## src/rtl/uart_tx_core.sv

```systemverilog
`timescale 1ns/1ps
`default_nettype none
// ============================================================================
//  Module   : uart_tx_core
//  Purpose  : UART transmitter with a small transmit FIFO. Frames are
//             start(0), 8 data bits LSB first, optional parity, stop(1).
//             Back-to-back frames follow each other with no idle gap.
//  Ports    : pclk        - clock, all state updates on its rising edge
//             prstn       - asynchronous active-low reset
//             baud_div    - bit period minus one, in pclk cycles
//             parity_en   - append a parity bit after the data bits
//             parity_odd  - 1 = odd parity, 0 = even parity
//             tx_data     - byte to enqueue
//             tx_valid    - tx_data is valid this cycle
//             tx_ready    - FIFO not full
//             uart_tx     - registered serial output, idle high
//             tx_busy     - frame in progress or FIFO non-empty
//             tx_done     - one-cycle pulse at the end of each stop bit
//             fifo_cnt    - number of bytes held in the FIFO
//  Revision : 1.0 - initial release
// ============================================================================
module uart_tx_core #(
   parameter int DIV_W      = 16,
   parameter int FIFO_DEPTH = 4
) (
   input  logic                          pclk,
   input  logic                          prstn,
   input  logic [DIV_W-1:0]              baud_div,
   input  logic                          parity_en,
   input  logic                          parity_odd,
   input  logic [7:0]                    tx_data,
   input  logic                          tx_valid,
   output logic                          tx_ready,
   output logic                          uart_tx,
   output logic                          tx_busy,
   output logic                          tx_done,
   output logic [$clog2(FIFO_DEPTH):0]   fifo_cnt
);

   localparam int AW    = $clog2(FIFO_DEPTH);
   localparam int CNT_W = AW + 1;
   localparam logic [CNT_W-1:0] FULL_CNT = CNT_W'(FIFO_DEPTH);

   typedef enum logic [2:0] {
      S_IDLE   = 3'd0,
      S_START  = 3'd1,
      S_DATA   = 3'd2,
      S_PARITY = 3'd3,
      S_STOP   = 3'd4
   } state_t;

   // ---------------------------------------------------------------------
   // State
   // ---------------------------------------------------------------------
   logic [7:0]       mem_q [FIFO_DEPTH];
   logic [AW-1:0]    wr_ptr_q, wr_ptr_d;
   logic [AW-1:0]    rd_ptr_q, rd_ptr_d;
   logic [CNT_W-1:0] fifo_cnt_q, fifo_cnt_d;

   state_t           state_q, state_d;
   logic [DIV_W-1:0] baud_cnt_q, baud_cnt_d;
   logic [DIV_W-1:0] div_q, div_d;
   logic             par_en_q, par_en_d;
   logic             par_bit_q, par_bit_d;
   logic [7:0]       shift_q, shift_d;
   logic [2:0]       bit_idx_q, bit_idx_d;
   logic             uart_tx_q, uart_tx_d;
   logic             tx_done_q, tx_done_d;

   logic             push;
   logic             pop;
   logic             load_frame;
   logic             bit_end;
   logic             fifo_ne;
   logic [7:0]       head;

   // ---------------------------------------------------------------------
   // FIFO control
   // ---------------------------------------------------------------------
   assign tx_ready = (fifo_cnt_q != FULL_CNT);
   assign push     = tx_valid && tx_ready;
   assign fifo_ne  = (fifo_cnt_q != '0);
   assign head     = mem_q[rd_ptr_q];
   assign bit_end  = (baud_cnt_q == '0);

   always_comb begin
      wr_ptr_d   = wr_ptr_q;
      rd_ptr_d   = rd_ptr_q;
      fifo_cnt_d = fifo_cnt_q;
      if (push) begin
         wr_ptr_d = wr_ptr_q + 1'b1;
      end
      if (pop) begin
         rd_ptr_d = rd_ptr_q + 1'b1;
      end
      // Simultaneous push and pop leaves the count unchanged.
      case ({push, pop})
         2'b10:   fifo_cnt_d = fifo_cnt_q + 1'b1;
         2'b01:   fifo_cnt_d = fifo_cnt_q - 1'b1;
         default: fifo_cnt_d = fifo_cnt_q;
      endcase
   end

   // Storage needs no reset: an entry is only read after it was written.
   always_ff @(posedge pclk) begin
      if (push) begin
         mem_q[wr_ptr_q] <= tx_data;
      end
   end

   // ---------------------------------------------------------------------
   // Transmit FSM (next-state and registered-output values)
   // ---------------------------------------------------------------------
   always_comb begin
      state_d    = state_q;
      baud_cnt_d = baud_cnt_q;
      div_d      = div_q;
      par_en_d   = par_en_q;
      par_bit_d  = par_bit_q;
      shift_d    = shift_q;
      bit_idx_d  = bit_idx_q;
      uart_tx_d  = uart_tx_q;
      tx_done_d  = 1'b0;
      load_frame = 1'b0;
      pop        = 1'b0;

      case (state_q)
         S_IDLE: begin
            uart_tx_d = 1'b1;
            if (fifo_ne) begin
               load_frame = 1'b1;
            end
         end

         S_START: begin
            if (bit_end) begin
               state_d    = S_DATA;
               bit_idx_d  = 3'd0;
               baud_cnt_d = div_q;
               uart_tx_d  = shift_q[0];
               shift_d    = {1'b0, shift_q[7:1]};
            end else begin
               baud_cnt_d = baud_cnt_q - 1'b1;
            end
         end

         S_DATA: begin
            if (bit_end) begin
               baud_cnt_d = div_q;
               // Index wraps 7 -> 0 as the last data bit completes.
               bit_idx_d  = bit_idx_q + 3'd1;
               if (bit_idx_q == 3'd7) begin
                  if (par_en_q) begin
                     state_d   = S_PARITY;
                     uart_tx_d = par_bit_q;
                  end else begin
                     state_d   = S_STOP;
                     uart_tx_d = 1'b1;
                  end
               end else begin
                  uart_tx_d = shift_q[0];
                  shift_d   = {1'b0, shift_q[7:1]};
               end
            end else begin
               baud_cnt_d = baud_cnt_q - 1'b1;
            end
         end

         S_PARITY: begin
            if (bit_end) begin
               state_d    = S_STOP;
               baud_cnt_d = div_q;
               uart_tx_d  = 1'b1;
            end else begin
               baud_cnt_d = baud_cnt_q - 1'b1;
            end
         end

         S_STOP: begin
            if (bit_end) begin
               tx_done_d = 1'b1;
               if (fifo_ne) begin
                  // Chain straight into the next start bit, no idle cycle.
                  load_frame = 1'b1;
               end else begin
                  state_d   = S_IDLE;
                  uart_tx_d = 1'b1;
               end
            end else begin
               baud_cnt_d = baud_cnt_q - 1'b1;
            end
         end

         default: begin
            state_d   = S_IDLE;
            uart_tx_d = 1'b1;
         end
      endcase

      // Frame launch: configuration is sampled here so that changes made
      // mid-frame only apply from the next frame on.
      if (load_frame) begin
         pop        = 1'b1;
         state_d    = S_START;
         shift_d    = head;
         div_d      = baud_div;
         baud_cnt_d = baud_div;
         par_en_d   = parity_en;
         par_bit_d  = (^head) ^ parity_odd;
         bit_idx_d  = 3'd0;
         uart_tx_d  = 1'b0;
      end
   end

   always_ff @(posedge pclk or negedge prstn) begin
      if (!prstn) begin
         wr_ptr_q   <= '0;
         rd_ptr_q   <= '0;
         fifo_cnt_q <= '0;
         state_q    <= S_IDLE;
         baud_cnt_q <= '0;
         div_q      <= '0;
         par_en_q   <= 1'b0;
         par_bit_q  <= 1'b0;
         shift_q    <= '0;
         bit_idx_q  <= 3'd0;
         uart_tx_q  <= 1'b1;
         tx_done_q  <= 1'b0;
      end else begin
         wr_ptr_q   <= wr_ptr_d;
         rd_ptr_q   <= rd_ptr_d;
         fifo_cnt_q <= fifo_cnt_d;
         state_q    <= state_d;
         baud_cnt_q <= baud_cnt_d;
         div_q      <= div_d;
         par_en_q   <= par_en_d;
         par_bit_q  <= par_bit_d;
         shift_q    <= shift_d;
         bit_idx_q  <= bit_idx_d;
         uart_tx_q  <= uart_tx_d;
         tx_done_q  <= tx_done_d;
      end
   end

   // ---------------------------------------------------------------------
   // Outputs
   // ---------------------------------------------------------------------
   assign uart_tx  = uart_tx_q;
   assign tx_done  = tx_done_q;
   assign fifo_cnt = fifo_cnt_q;
   assign tx_busy  = (state_q != S_IDLE) || fifo_ne;

endmodule
`default_nettype wire

```

## config.mk

```make
export PLATFORM = sky130hd
export DESIGN_NAME = uart_tx_core
export DESIGN_NICKNAME = d
export VERILOG_FILES = /design/src/rtl/uart_tx_core.sv
export SDC_FILE = /design/constraint.sdc
export NUM_CORES = 1
export LEC_CHECK = 0
export CAP_MARGIN = 15
export CORE_MARGIN = 5
export CORE_UTILIZATION = 50
export DETAILED_ROUTE_END_ITERATION = 10
export GPL_TIMING_DRIVEN = 0
export PLACE_DENSITY_LB_ADDON = 0.2
export SLEW_MARGIN = 20
export SYNTH_ARGS = -nofsm -noshare
export SYNTH_HDL_FRONTEND = slang
export SYNTH_SLANG_ARGS = --single-unit
```

## constraint.sdc

```tcl
create_clock -name pclk -period 5.6 [get_ports pclk]
set_clock_uncertainty 0.15 [all_clocks]
set_input_delay 0.84 -clock pclk [delete_from_list [all_inputs] [get_ports pclk]]
set_output_delay 0.84 -clock pclk [all_outputs]
set_load 0.1 [all_outputs]
```

# Word level (Yosys, flattened, before mapping)
# Memory sizes are Yosys's and may differ from the RTL's.
# Cells that the tools add are included.
dict set report totals {
  ff_bits 57
  mem_bits_rw 32
  input_bits 29
  output_inout_bits 7
  word_cells 93
  n_memories 1
}
# name words width read_ports rd_clocked_by_memory_dff write_ports line
set memory_table {}
lappend memory_table {mem_q 4 8 1 0 1 55} ;# logic [7:0] mem_q [FIFO_DEPTH];
dict set report classes {
  addsub 6
  eq_ne 17
  n_mux 40
  bitwise 1
  n_reduce_logical 16
}
# op n
set ops {}
lappend ops {{2-to-1 mux 16 bit} 3}
lappend ops {{2-to-1 mux 3 bit} 11}
lappend ops {{2-to-1 mux 8 bit} 4}
lappend ops {{one-hot mux 16 bit (2 select lines)} 1}
lappend ops {{inequality test 3 bit (second input constant)} 9}
lappend ops {{zero test 16 bit} 1}
lappend ops {{one-hot mux 8 bit (2 select lines)} 1}
lappend ops {{subtractor 16 x 1 -> 16 bit (second input constant)} 1}
lappend ops {{2-to-1 mux 1 bit} 15}
lappend ops {{one-hot mux 3 bit (5 select lines)} 1}
lappend ops {{one-hot mux 3 bit (2 select lines)} 2}
lappend ops {{nonzero test 3 bit} 4}
lappend ops {{parity 8 bit} 1}
lappend ops {{AND reduction 7 bit} 1}
lappend ops {{adder 3 x 1 -> 3 bit (second input constant)} 2}
lappend ops {{== test 3 x 2 -> 1 bit (second input constant)} 2}
lappend ops {{== test 3 bit (second input constant)} 2}
lappend ops {{AND reduction 5 bit} 1}
lappend ops {{adder 2 x 1 -> 2 bit (second input constant)} 2}
lappend ops {{one-hot mux 1 bit (4 select lines)} 1}
lappend ops {{AND reduction 4 bit} 1}
lappend ops {{== test 3 x 1 -> 1 bit (second input constant)} 1}
lappend ops {{zero test 3 bit} 1}
lappend ops {{AND reduction 3 bit} 1}
lappend ops {{11 further kinds} 11}

# Longest topological paths before layout
dict set report depth {
  depth_word 7
  depth_mapped 15
  mapped_depth_nobuf 13
}

# Worst setup path after synthesis
# OpenSTA, ideal clock, no wires.
dict set report synth_path {
  path_kind {register to register}
  from {register fifo_cnt_q[2] (netlist: fifo_cnt[2])}
  to {register fifo_cnt_q[2] (netlist: fifo_cnt[2])}
  setup_ns 0.163
  t_arrival_ns 3.490
  required_ns 5.287
  path_slack_ns 1.797
  stages_incl_launch_ff 10
  path_buffers 0
  period_less_slack_ns 3.803
  path_cell_list {dfrtp_1 nand3_1 and2_1 inv_1 ha_1 inv_1 fa_1 xor2_1 nor2_1 xor2_1}
}
dict set report synth_via {
  word_cells_on_any_way 13
  classes_between {2 x add/sub; 3 x eq/ne; 5 x mux; 3 x reduce/logical}
}
# element line
set synth_rtl {}
lappend synth_rtl {{start, declared} 58} ;# logic [CNT_W-1:0] fifo_cnt_q, fifo_cnt_d;
lappend synth_rtl {{start signal, assigned} 232} ;# fifo_cnt_q <= fifo_cnt_d;
lappend synth_rtl {{inequality test 3 bit *} 80} ;# assign tx_ready = (fifo_cnt_q != FULL_CNT);
lappend synth_rtl {{via tx_ready} 33} ;# output logic tx_ready,
lappend synth_rtl {{logical AND 1 bit *} 81} ;# assign push = tx_valid && tx_ready;
lappend synth_rtl {{== test 2 x 1 -> 1 bit or == test 2 bit (tied branches)} 97} ;# case ({push, pop})
lappend synth_rtl {{one-hot mux 3 bit (2 select lines) or nonzero test 2 bit (tied branches)} -}
# The timed path passes the listed nets; every way through them passes the cells marked *.
# A chain may end at the register's enable or synchronous reset.

# Worst setup path after layout
dict set report layout_path {
  from {register baud_cnt_q[0]}
  to {register fifo_cnt_q[2] (netlist: fifo_cnt[2])}
}
dict set report layout_via {
  elab_chain_len 6
  word_cells_on_any_way 8
  classes_between {2 x eq/ne; 4 x mux; 2 x reduce/logical}
}
# element line
set layout_lines {}
lappend layout_lines {{start, declared} 61} ;# logic [DIV_W-1:0] baud_cnt_q, baud_cnt_d;
lappend layout_lines {{start signal, assigned} 234} ;# baud_cnt_q <= baud_cnt_d;
lappend layout_lines {{zero test 16 bit *} 84} ;# assign bit_end = (baud_cnt_q == '0);
lappend layout_lines {{2-to-1 mux 1 bit *} 180} ;# if (bit_end) begin
lappend layout_lines {{one-hot mux 1 bit (2 select lines) *} 127} ;# case (state_q)
lappend layout_lines {{via load_frame} 72} ;# logic load_frame;
lappend layout_lines {{2-to-1 mux 1 bit *} 202} ;# if (load_frame) begin
lappend layout_lines {{== test 2 x 1 -> 1 bit or == test 2 bit (tied branches)} 97}
lappend layout_lines {{one-hot mux 3 bit (2 select lines) or nonzero test 2 bit (tied branches)} -}
# Marked as above.

==> results.json <==
{
  "postPlaceCellArea_um2": 4890,
  "antenna_cells": 0,
  "regArea_um2": 2390,
  "ant_nets": 0,
  "synth_seq_cells": 89,
  "endpoint_kind": "flip-flop",
  "power_uw": 1920,
  "vias": 3001,
  "fillers": 724,
  "clk_pin_slew_ps": 100,
  "die_y_um": 104,
  "synth_edf_count": 32,
  "final_cell_area_um2": 5090,
  "core-area_um2": 8640,
  "startpoint": "baud_cnt_q[0]",
  "p_seq_frac": 0.473,
  "crit_chain": "inv_1 -> ha_1 -> nor3b_2 -> nand4b_2 -> o21ai_4 -> nand2_2 -> clkinv_2 -> buf_6 -> buf_4 -> ha_1 -> inv_1 -> fa_1 -> xor2_1 -> nor2_1 -> xor2_1",
  "fin_crit_ps": 3820,
  "final-max-slew-violation-count": 0,
  "multiInputGateArea_um2": 1860,
  "antenna_found_initial": 0,
  "ir_worst_vdd_uv": 306,
  "drive_gt1_frac": 0.119,
  "area_growth_syn_to_layout_pct": 16.1,
  "critPathKind": "reg2reg",
  "critPathBufInv": 5,
  "grt_pass1_wl_mm": 15.1,
  "drc": 0,
  "fmax_mhz": 262,
  "dpl.hpwl_mm": 6.42,
  "clockBufferDepth": 2,
  "clkLatencyLatePin_ps": 370,
  "seq_area_frac_synth": 0.545,
  "p_switching_uw": 692,
  "outcome": "finished clean",
  "r2r_cells": 15,
  "viasPerCell": 5.52,
  "synth-async-reset-ratio": 0.640,
  "slew_headroom": 0.347,
  "start_util": 0.508,
  "cp_max_fo": 10,
  "synthTopCellsByArea": "dfrtp_1 32%, edfxtp_1 22%, nand2_1 5.5%, mux4_1 4.8%, xnor2_1 3.4%",
  "p_int_uw": 1230,
  "leakagePower_uw": 0.00208,
  "power.share.clock": 0.233,
  "setup_tns_ps": 0,
  "first_global_vias": 3044,
  "cts_buffers": 9,
  "clock-sinks": 89,
  "finalHoldViolations": 0,
  "fp.dieW_um": 104,
  "worstMarginPinSlew_ps": 976,
  "syn_area_um2": 4380,
  "first_pass_iters": 5,
  "cts_tree": "done",
  "synth_top_cell_by_area": "dfrtp_1",
  "yosys_warnings": 0,
  "overflow": 0,
  "finalCritPeriodShare": 0.683,
  "root_buffer": "clkbuf_8",
  "fin_nets": 469,
  "post_drt_wl_per_cell_um": 16.3,
  "maxCapViolations": 0,
  "drtIter0Drc": 190,
  "switching_share": 0.360,
  "rsz0062_at_grt": "no",
  "cts.repair.resized": 0,
  "gp_congestion": 0.823,
  "avgSynthCellArea_um2": 11.4,
  "hold_class": "in2async",
  "cpMaxStageDelayCell": "dfrtp_1",
  "track_usage": 0.172,
  "path_depth": 15,
  "io_buffers": 35,
  "critPathMaxStageDelay_ps": 440,
  "setup_viol": 0,
  "p_per_area_nw_per_um2": 377,
  "hold_buffers": 0,
  "die_area_um2": 10700,
  "htree_levels": 3,
  "comb_power_share": 0.294,
  "r2r-start": "baud_cnt_q[0]",
  "synth_cell_type_count": 53,
  "required_ps": 5740,
  "synth_ff_type": "dfrtp_1",
  "syn-num-nets": 422,
  "wl_mm": 8.89,
  "path_delay_family": "simple AND/OR/NAND/NOR gates",
  "synth_cells": 384,
  "io_pins": 36,
  "arrival_ps": 3960,
  "synth_top_area_share": 0.320,
  "grt_max_degree": 36,
  "cts_setup_buffers": 0,
  "std_cell_rows": 34,
  "worst_setup_path_start_kind": "flip-flop"
}
state kept, by name, summed over array words and instances (netlist names):
register / flops
tx_done: 1
rd_ptr_q: 2
bit_idx_q: 3
fifo_cnt: 3
uart_tx: 1
par_en_q: 1
div_q: 16
mem_q: 32
par_bit_q: 1
state_q: 3
wr_ptr_q: 2
baud_cnt_q: 16
shift_q: 8
worst register-to-register path: cells and delay by family, from the launching register on:
| family | cells | cell delay (ps) |
|---|---|---|
| compound gates | 1 | 410 |
| xor+xnor | 2 | 300 |
| simple gates | 4 | 990 |
| fa+ha+maj | 3 | 750 |
| buf+inv | 5 | 710 |
| flops | 1 | 440 |
per-layer routing:
metal | wire [um] | track usage | vias up
met5 | 0 | 0 | -
met4 | 127 | 0.0534 | 0
li1 | - | - | 1477
met3 | 380 | 0.0398 | 10
met1 | 4010 | 0.229 | 1452
met2 | 4370 | 0.280 | 62
worst paths after layout:
check / endpoint / slack, ps
worst max-delay path: fifo_cnt[2] / 1780
worst min-delay path: div_q[10] / 210
worst max register to register: fifo_cnt[2] / 1780
worst min register to register: div_q[12] / 340
max in group asynchronous: uart_tx / 4550
min in group pclk: div_q[12] / 340
synthesized netlist by cell type, types with 2 or more instances:
master     instances
a211oi_1           2
or2_2              3
nand2b_1           4
nor2_1            24
and2_1             3
inv_1             13
nor4_1             3
o2111ai_1          2
o22ai_1            3
nand2_1           64
or3_1              2
o211ai_1           5
xnor2_1           17
o22a_1             3
nand3_1            7
buf_4              2
mux4_1             8
and3_1             5
mux2i_1            4
a22o_1             3
buf_6              2
a211o_1            3
a31oi_1            8
nand3b_1           2
dfrtp_1           56
buf_2              3
xor2_1             7
nor3_2             3
o21ai_0           24
nor2b_1            2
nor3_1             6
clkbuf_1           7
ha_1               8
edfxtp_1          32
mux2_2            12
a21oi_1           15
metrics by stage:
stage,hold WS (ps),std cells,utilization,setup slack [ps]
detailed placement,313,528,0.566,1810
global route,210,544,0.589,1520
CTS,207,544,0.589,1770
global placement,301,527,0.564,1690
finish,208,544,0.589,1780
floorplan,287,384,-,1800
logic make-up (layout without fill, tap and decap cells):
logic type                 Yosys count  count (layout)  share of synthesized area
buffers and inverters               28              80                     0.0302
muxes                               24              24                     0.0879
AOI/OAI and AO/OA                   77              77                      0.115
DFF                                 89              89                      0.545
adders and majority gates            9               9                     0.0274
xor gates and xnor gates            24              24                     0.0479
and+or+nand+nor                    133             133                      0.147
power groups by stage:
stage / Clock (uW) / Sequential [uW] / Combinational, uW
after CTS: 455 / 908 / 574
final: 448 / 909 / 565
after global routing: 483 / 928 / 623
after floorplan: 0 / 987 / 356
after global placement: 0 / 916 / 560
after detailed placement: 0 / 921 / 574
area by class of cell:
type,count,share of cell area
well taps,108,0.0265
inverters,14,0.0106
repair buffers,36,0.0723
clock buffers,9,0.0243
clock inverters,7,0.0155
flip-flops and latches,89,0.469
multi-input cells,267,0.366
plain buffers,14,0.0155
cell usage in the layout, fill, tap and decap left out, types with 5 or more instances in the layout:
cell             Yosys  layout
xor2_1               7       7
o21ai_0             24      24
mux4_1               8       8
dfrtp_1             56      56
nor3_1               6       6
clkbuf_8             0       9
nand3_1              7       7
clkdlybuf4s50_1      0      34
edfxtp_1            32      32
nor2_1              24      24
inv_1               13      13
xnor2_1             17      17
ha_1                 8       8
clkbuf_1             7       7
o211ai_1             5       5
a21oi_1             15      15
nand2_1             64      64
and3_1               5       5
a31oi_1              8       8
mux2_2              12      12
No activity file was read; power rests on OpenSTA's default activity.
